File: config.mk
export PLATFORM = sky130hd
export DESIGN_NAME = mc_main_fsm_flat
export DESIGN_NICKNAME = d
export VERILOG_FILES = /design/src/rtl/riscv_ctrl_pkg.sv /design/src/rtl/mc_main_fsm_if.sv /design/src/rtl/mc_imm_sel.sv /design/src/rtl/mc_main_fsm.sv /design/src/flat_wrapper.sv
export SDC_FILE = /design/constraint.sdc
export NUM_CORES = 1
export LEC_CHECK = 0
export BUFFER_PORTS_ARGS = -buffer_cell sky130_fd_sc_hd__buf_2
export CAP_MARGIN = 20
export CORE_MARGIN = 10
export CORE_UTILIZATION = 55
export DETAILED_ROUTE_END_ITERATION = 10
export GPL_TIMING_DRIVEN = 0
export PLACE_DENSITY = 0.85
export SLEW_MARGIN = 20
export SYNTH_ARGS = -nofsm -noshare
export SYNTH_HDL_FRONTEND = slang
export SYNTH_HIERARCHICAL = 1
export SYNTH_SLANG_ARGS = --single-unit
File: constraint.sdc
create_clock -name clk -period 4.8 [get_ports clk]
set_clock_uncertainty 0.15 [all_clocks]
set_input_delay 1.2 -clock clk [delete_from_list [all_inputs] [get_ports clk]]
set_output_delay 1.2 -clock clk [all_outputs]
set_load 0.02 [all_outputs]
File: src/rtl/riscv_ctrl_pkg.sv
// Shared control encodings for the multicycle RV32I controller:
// FSM states, opcodes, datapath select codes and fault causes.
package riscv_ctrl_pkg;

    typedef enum logic [3:0] {
        S_FETCH    = 4'd0,
        S_DECODE   = 4'd1,
        S_MEMADR   = 4'd2,
        S_MEMREAD  = 4'd3,
        S_MEMWB    = 4'd4,
        S_MEMWRITE = 4'd5,
        S_EXECR    = 4'd6,
        S_EXECI    = 4'd7,
        S_ALUWB    = 4'd8,
        S_BRANCH   = 4'd9,
        S_JAL      = 4'd10,
        S_JALR     = 4'd11,
        S_LINK     = 4'd12,
        S_LUI      = 4'd13,
        S_FAULT    = 4'd14
    } state_e;

    localparam logic [6:0] OP_LOAD  = 7'b0000011;
    localparam logic [6:0] OP_STORE = 7'b0100011;
    localparam logic [6:0] OP_R     = 7'b0110011;
    localparam logic [6:0] OP_B     = 7'b1100011;
    localparam logic [6:0] OP_I     = 7'b0010011;
    localparam logic [6:0] OP_JAL   = 7'b1101111;
    localparam logic [6:0] OP_JALR  = 7'b1100111;
    localparam logic [6:0] OP_AUIPC = 7'b0010111;
    localparam logic [6:0] OP_LUI   = 7'b0110111;
    localparam logic [6:0] OP_NOP   = 7'b0000000;

    localparam logic [1:0] SA_PC    = 2'b00;
    localparam logic [1:0] SA_OLDPC = 2'b01;
    localparam logic [1:0] SA_RS1   = 2'b10;
    localparam logic [1:0] SA_ZERO  = 2'b11;

    localparam logic [1:0] SB_RS2  = 2'b00;
    localparam logic [1:0] SB_IMM  = 2'b01;
    localparam logic [1:0] SB_FOUR = 2'b10;

    localparam logic [1:0] AO_ADD   = 2'b00;
    localparam logic [1:0] AO_BR    = 2'b01;
    localparam logic [1:0] AO_FUNCT = 2'b10;

    localparam logic [1:0] RS_ALUOUT = 2'b00;
    localparam logic [1:0] RS_RDATA  = 2'b01;
    localparam logic [1:0] RS_ALURES = 2'b10;

    localparam logic [2:0] IMM_I = 3'b000;
    localparam logic [2:0] IMM_S = 3'b001;
    localparam logic [2:0] IMM_B = 3'b010;
    localparam logic [2:0] IMM_J = 3'b011;
    localparam logic [2:0] IMM_U = 3'b100;

    localparam logic [1:0] FC_NONE    = 2'b00;
    localparam logic [1:0] FC_TIMEOUT = 2'b01;
    localparam logic [1:0] FC_ILLEGAL = 2'b10;

    function automatic logic is_mem_state(state_e s);
        return s inside {S_FETCH, S_MEMREAD, S_MEMWRITE};
    endfunction

endpackage

File: src/rtl/mc_main_fsm_if.sv
// Memory request/ready handshake between the main FSM and memory.
interface mc_main_fsm_if;

    logic mem_req;
    logic mem_ready;
    logic mem_write;
    logic adr_src;

    modport master (
        output mem_req,
        output mem_write,
        output adr_src,
        input  mem_ready
    );

    modport slave (
        input  mem_req,
        input  mem_write,
        input  adr_src,
        output mem_ready
    );

endinterface

File: src/rtl/mc_imm_sel.sv
// Opcode to immediate-format select, purely combinational.
module mc_imm_sel
    import riscv_ctrl_pkg::*;
(
    input  logic [6:0] op,
    output logic [2:0] imm_src
);

    always_comb begin
        imm_src = IMM_I;
        unique case (1'b1)
            op == OP_STORE:                 imm_src = IMM_S;
            op == OP_B:                     imm_src = IMM_B;
            op == OP_JAL:                   imm_src = IMM_J;
            op == OP_LUI || op == OP_AUIPC: imm_src = IMM_U;
            default:                        imm_src = IMM_I;
        endcase
    end

endmodule

File: src/rtl/mc_main_fsm.sv
// Multicycle RV32I main control FSM with memory stall timeout.
// Define ILLEGAL_OP_TRAP_EN to fault on unimplemented opcodes.
module mc_main_fsm
    import riscv_ctrl_pkg::*;
#(
    parameter int MEM_TIMEOUT = 15,
    parameter int CNT_W       = 4
) (
    input  logic                clk,
    input  logic                rst_n,
    input  logic [6:0]          op,
    mc_main_fsm_if.master       mem,
    output logic                ir_write,
    output logic                pc_update,
    output logic                reg_write,
    output logic                branch,
    output logic [1:0]          alu_src_a,
    output logic [1:0]          alu_src_b,
    output logic [1:0]          alu_op,
    output logic [1:0]          result_src,
    output logic [2:0]          imm_src,
    output logic                instr_done,
    output logic                fault,
    output logic [1:0]          fault_cause
);

    state_e             state_q, state_d;
    logic [CNT_W-1:0]   cnt_q, cnt_d;
    logic [1:0]         cause_q, cause_d;
    logic               rdy, timeout, nop_done;
    logic               req_r, wr_r, irw_r, pcu_r, rw_r, br_r, done_r;

    assign rdy     = mem.mem_ready;
    assign timeout = (MEM_TIMEOUT != 0) && !rdy
                   && (cnt_q == CNT_W'(MEM_TIMEOUT));

    mc_imm_sel u_imm_sel (
        .op      (op),
        .imm_src (imm_src)
    );

    always_comb begin
        state_d  = state_q;
        cause_d  = cause_q;
        nop_done = 1'b0;
        unique case (state_q)
            S_FETCH:    if (rdy) state_d = S_DECODE;
            S_DECODE: begin
                case (op)
                    OP_LOAD, OP_STORE: state_d = S_MEMADR;
                    OP_R:     state_d = S_EXECR;
                    OP_I:     state_d = S_EXECI;
                    OP_B:     state_d = S_BRANCH;
                    OP_JAL:   state_d = S_JAL;
                    OP_JALR:  state_d = S_JALR;
                    OP_LUI:   state_d = S_LUI;
                    OP_AUIPC: state_d = S_ALUWB;
                    OP_NOP: begin
                        state_d  = S_FETCH;
                        nop_done = 1'b1;
                    end
                    default: begin
`ifdef ILLEGAL_OP_TRAP_EN
                        state_d = S_FAULT;
                        cause_d = FC_ILLEGAL;
`else
                        state_d  = S_FETCH;
                        nop_done = 1'b1;
`endif
                    end
                endcase
            end
            S_MEMADR:   state_d = (op == OP_STORE) ? S_MEMWRITE : S_MEMREAD;
            S_MEMREAD:  if (rdy) state_d = S_MEMWB;
            S_MEMWB:    state_d = S_FETCH;
            S_MEMWRITE: if (rdy) state_d = S_FETCH;
            S_EXECR:    state_d = S_ALUWB;
            S_EXECI:    state_d = S_ALUWB;
            S_LUI:      state_d = S_ALUWB;
            S_ALUWB:    state_d = S_FETCH;
            S_BRANCH:   state_d = S_FETCH;
            S_JAL:      state_d = S_ALUWB;
            S_JALR:     state_d = S_LINK;
            S_LINK:     state_d = S_ALUWB;
            S_FAULT:    state_d = S_FAULT;
            default:    state_d = S_FETCH;
        endcase
        if (is_mem_state(state_q) && timeout) begin
            state_d = S_FAULT;
            cause_d = FC_TIMEOUT;
        end
    end

    // Staying in a memory state means this cycle stalled.
    always_comb begin
        cnt_d = '0;
        if (is_mem_state(state_q) && state_d == state_q)
            cnt_d = cnt_q + 1'b1;
    end

    always_ff @(posedge clk or negedge rst_n) begin
        if (!rst_n) begin
            state_q <= S_FETCH;
            cnt_q   <= '0;
            cause_q <= FC_NONE;
        end else begin
            state_q <= state_d;
            cnt_q   <= cnt_d;
            cause_q <= cause_d;
        end
    end

    always_comb begin
        req_r       = 1'b0;
        wr_r        = 1'b0;
        irw_r       = 1'b0;
        pcu_r       = 1'b0;
        rw_r        = 1'b0;
        br_r        = 1'b0;
        done_r      = 1'b0;
        mem.adr_src = 1'b0;
        alu_src_a   = SA_PC;
        alu_src_b   = SB_RS2;
        alu_op      = AO_ADD;
        result_src  = RS_ALUOUT;
        unique case (state_q)
            S_FETCH: begin
                req_r      = 1'b1;
                irw_r      = rdy;
                pcu_r      = rdy;
                alu_src_b  = SB_FOUR;
                result_src = RS_ALURES;
            end
            S_DECODE: begin
                alu_src_a = SA_OLDPC;
                alu_src_b = SB_IMM;
                done_r    = nop_done;
            end
            S_MEMADR: begin
                alu_src_a = SA_RS1;
                alu_src_b = SB_IMM;
            end
            S_MEMREAD: begin
                req_r       = 1'b1;
                mem.adr_src = 1'b1;
            end
            S_MEMWB: begin
                result_src = RS_RDATA;
                rw_r       = 1'b1;
                done_r     = 1'b1;
            end
            S_MEMWRITE: begin
                req_r       = 1'b1;
                mem.adr_src = 1'b1;
                wr_r        = rdy;
                done_r      = rdy;
            end
            S_EXECR: begin
                alu_src_a = SA_RS1;
                alu_op    = AO_FUNCT;
            end
            S_EXECI: begin
                alu_src_a = SA_RS1;
                alu_src_b = SB_IMM;
                alu_op    = AO_FUNCT;
            end
            S_LUI: begin
                alu_src_a = SA_ZERO;
                alu_src_b = SB_IMM;
            end
            S_ALUWB: begin
                rw_r   = 1'b1;
                done_r = 1'b1;
            end
            S_BRANCH: begin
                alu_src_a = SA_RS1;
                alu_op    = AO_BR;
                br_r      = 1'b1;
                done_r    = 1'b1;
            end
            S_JAL: begin
                alu_src_a = SA_OLDPC;
                alu_src_b = SB_FOUR;
                pcu_r     = 1'b1;
            end
            S_JALR: begin
                alu_src_a  = SA_RS1;
                alu_src_b  = SB_IMM;
                result_src = RS_ALURES;
                pcu_r      = 1'b1;
            end
            S_LINK: begin
                alu_src_a = SA_OLDPC;
                alu_src_b = SB_FOUR;
            end
            default: ;
        endcase
    end

    // Enables drop the moment reset asserts, ahead of the state flop.
    assign mem.mem_req   = req_r  & rst_n;
    assign mem.mem_write = wr_r   & rst_n;
    assign ir_write      = irw_r  & rst_n;
    assign pc_update     = pcu_r  & rst_n;
    assign reg_write     = rw_r   & rst_n;
    assign branch        = br_r   & rst_n;
    assign instr_done    = done_r & rst_n;
    assign fault         = (state_q == S_FAULT);
    assign fault_cause   = cause_q;

endmodule

File: src/flat_wrapper.sv
// flat-port wrapper written by rule: the top's interface ports become plain ports
module mc_main_fsm_flat import riscv_ctrl_pkg::*;
#(
    parameter int MEM_TIMEOUT = 15,
    parameter int CNT_W       = 4
)
  (clk, rst_n, op, ir_write, pc_update, reg_write, branch, alu_src_a, alu_src_b, alu_op, result_src, imm_src, instr_done, fault, fault_cause, mem_mem_req, mem_mem_write, mem_adr_src, mem_mem_ready);
  mc_main_fsm_if mem_i ();
  input  logic clk;
  input  logic rst_n;
  input  logic [6:0] op;
  output logic ir_write;
  output logic pc_update;
  output logic reg_write;
  output logic branch;
  output logic [1:0] alu_src_a;
  output logic [1:0] alu_src_b;
  output logic [1:0] alu_op;
  output logic [1:0] result_src;
  output logic [2:0] imm_src;
  output logic instr_done;
  output logic fault;
  output logic [1:0] fault_cause;
  output wire logic [$bits(mem_i.mem_req)-1:0] mem_mem_req;
  output wire logic [$bits(mem_i.mem_write)-1:0] mem_mem_write;
  output wire logic [$bits(mem_i.adr_src)-1:0] mem_adr_src;
  input wire logic [$bits(mem_i.mem_ready)-1:0] mem_mem_ready;
  assign mem_mem_req = mem_i.mem_req;
  assign mem_mem_write = mem_i.mem_write;
  assign mem_adr_src = mem_i.adr_src;
  assign mem_i.mem_ready = mem_mem_ready;
  mc_main_fsm #(.MEM_TIMEOUT(MEM_TIMEOUT), .CNT_W(CNT_W)) u_core (.clk(clk), .rst_n(rst_n), .op(op), .mem(mem_i), .ir_write(ir_write), .pc_update(pc_update), .reg_write(reg_write), .branch(branch), .alu_src_a(alu_src_a), .alu_src_b(alu_src_b), .alu_op(alu_op), .result_src(result_src), .imm_src(imm_src), .instr_done(instr_done), .fault(fault), .fault_cause(fault_cause));
endmodule
==> metrics.cfg <==
[status]
status = completed

[critical_path]
critPathMaxFanout = 11
cp.depth = 6
path_delay_family = compound AO/OA/AOI/OAI gates
cpMostUsedCell = buf_2
setup.worst_path.end = instr_done
crit_path_top_delay_cell = a311oi_1
r2r_cells = 5
critPathKind = in -> out
setup.worst_path.start = op[2]
crit_path_start_kind = primary input
timing.rr.end = u_core/state_q[2]
cp-end-kind = primary output
cp.arrival_ns = 2.44
worstReg2RegStart = u_core/cnt_q[0]
slowest_delay_ns = 0.33
critical_path_buf_inv_count = 2
cp_cell_sequence = buf_2, and4b_1, a311oi_1, a21oi_1, o31ai_1, buf_2
crit_required_ns = 3.45
r2r_slack_ns = 3.00

[global_routing]
grt_pass1_vias = 1195
antenna_found_initial = 0
grt_overflow = 0
grt_max_degree = 17
grt_pass1_wl_um = 5547
grt_usage_pct = 15.66

[power]
intPower_mw = 0.2809
combPwrFrac_pct = 70.2
clock_power_share_pct = 9.6
p_leak_nw = 0.6427
sw_frac_of_total_pct = 51.07
peakVddDrop_mv = 0.3236
p_per_area_nw_per_um2 = 430.8
p_sw_mw = 0.2932
seqPwrFrac_pct = 20.2

[logic_synthesis]
synth-simple-area-share_pct = 39.46
synth_seq_cells = 9
yosysMostFrequentCell = nor2_1
synth_edf_count = 0
synth-xor-area-share_pct = 4.682
synth_area_um2 = 1122
async_reset_ff_share_pct = 100.0
yosysTopAreaCellShare_pct = 20.07
synth_common_cells = nor2_1, dfrtp_1, nand2_1
synth_top_family_by_area = simple AND/OR/NAND/NOR gates
synth-main-ff-cell = dfrtp_1
yosysTopAreaCell = dfrtp_1
synthCells = 146
yosys-top-cells-area = dfrtp_1, nor2_1, nand3_1
avgSynthCellArea_um2 = 7.687
synth_adder_area_share_pct = 2.007
synth_cell_types = 54
muxShareOfSynthArea_pct = 2.007
ys_warn_count = 6
synth-seq-area-share_pct = 20.07
synth_nets = 157
synth_compound_area_share_pct = 24.64

[floorplan]
rows = 16
io_pins = 32
die_area_um2 = 4247
core_area_um2 = 1942
start_util_pct = 57.80
die_h_um = 65.17
die_w_um = 65.17

[detailed_routing]
drt_pass1_iterations = 4
drt_wl_total_um = 3414
ant_nets = 0
drt_iter0_markers = 101
vias = 1296
post-route-drc-count = 0
post_drt_wl_per_cell_um = 16.49
viasPerCell = 6.261

[place]
hpwl_um = 2643
dpl_cell_area_um2 = 1306
routabilityCongestion = 0.9183
place_worst_setup_slack_ns = 1.035
port_buffers = 30

[cts]
clock_latency_ns = 0.25
postCtsResizedCells = 0
cts_tree = done
cts.path.max_buffers = 2
cts_buffers = 3
cts_setup_buffers = 0
clock-sinks = 9
root_buffer = clkbuf_4
htreeDepth = 1
cts_hold_buf = 0
clk_pin_slew_ns = 0.06

[sta]
fmax_mhz = 264.1
rsz0062_at_grt = no
setup_tns_ns = 0
period_needed_ns = 3.787
finalHoldViolCount = 0
fin_crit_sh_pct = 78.90
worst_pin_slew_ns = 0.5743
timing.hold.ws_ns = 0.3111
setup_ws_ns = 1.013
slew_headroom_pct = 61.64
setup_viol = 0
slew_violations = 0

[flow_run]
drv_cap = 0

[cells_and_area]
final_area_um2 = 1333
antennaDiodeCount = 0
area_delta_synth_final_pct = 18.73
num-fill-cells = 181
drive_gt1_share_pct = 28.89
layout.nets = 192

[worst_hold_path]
min_path_type = reg -> reg

==> how the worst min path moves through the flow <==
stage	startpoint	end	slack [ns]	cells past startpoint
final	u_core/fault_cause[0]	u_core/fault_cause[0]	0.31	1
after global placement	u_core/fault_cause[0]	u_core/fault_cause[0]	0.29	1
after detailed placement	u_core/fault_cause[0]	u_core/fault_cause[0]	0.30	1
after CTS	u_core/fault_cause[0]	u_core/fault_cause[0]	0.32	1
after floorplan	u_core/cnt_q[0]	u_core/cnt_q[0]	0.29	1
after global routing	u_core/fault_cause[0]	u_core/fault_cause[0]	0.34	1
==> placed cells by master (no fill, tap or decap), drive strengths merged, types with 2 or more instances in the layout <==
cell type	Yosys	layout
or3	4	4
xor2	2	2
nor2b	2	2
nand4b	3	3
o21ai	7	7
nor3	6	6
and3	4	4
and2b	2	2
mux2	2	2
nor4b	2	2
clkbuf	0	4
dfrtp	9	9
nor3b	2	2
and2	3	3
nand2	9	9
a21o	2	2
inv	4	4
xnor2	4	4
nand2b	7	7
a211oi	3	3
nor2	12	12
o211ai	2	2
buf	10	40
nand3	8	8
and4b	3	3
a311oi	2	2
nor4	4	4
a21oi	6	6
a31oi	2	2
==> cell type report <==
class	instances	area (um^2)	area share, %
buffer	10	61.31	4.601
clock buffer	4	26.28	1.972
inverter	4	15.01	1.127
multi-input combinational	123	820.8	61.60
sequential	9	225.2	16.90
tap	27	33.78	2.535
timing repair buffer	30	150.1	11.27
==> metal layers <==
metal	track usage [%]	vias to the layer above	routed length (um)
met4	7.219	0	84
met3	3.051	8	332
met1	20.63	596	1450
met2	23.90	69	1547
li1	-	623	-
met5	0	-	0
==> kinds of logic after synthesis <==
logic type / after synthesis
buffers and inverters: 14
muxes: 2
AOI/OAI and AO/OA: 38
and+or+nand+nor: 74
xor gates and xnor gates: 6
adders and majority gates: 2
other: 1
DFF: 9
==> through the flow <==
stage / total power [mW] / utilization (%) / instances
finish: 0.5741 / 68.62 / 207
global route: 0.6264 / 68.62 / 207
CTS: 0.5737 / 68.62 / 207
detailed placement: 0.5154 / 67.27 / 203
global placement: 0.5062 / 67.27 / 203
floorplan: 0.4086 / - / 146
==> power groups by stage <==
stage	Combinational [mW]	Sequential [mW]	Clock, mW
final	0.403	0.116	0.0554
after floorplan	0.297	0.112	0
after global placement	0.391	0.115	0
after CTS	0.400	0.115	0.0585
after global routing	0.446	0.120	0.0608
after detailed placement	0.399	0.117	0
==> sequential cells by signal, indices dropped and copies added, names as in the netlist <==
register,count
u_core/cnt_q,4
u_core/fault_cause,1
u_core/state_q,4
Power figures use the tool's default switching activity.
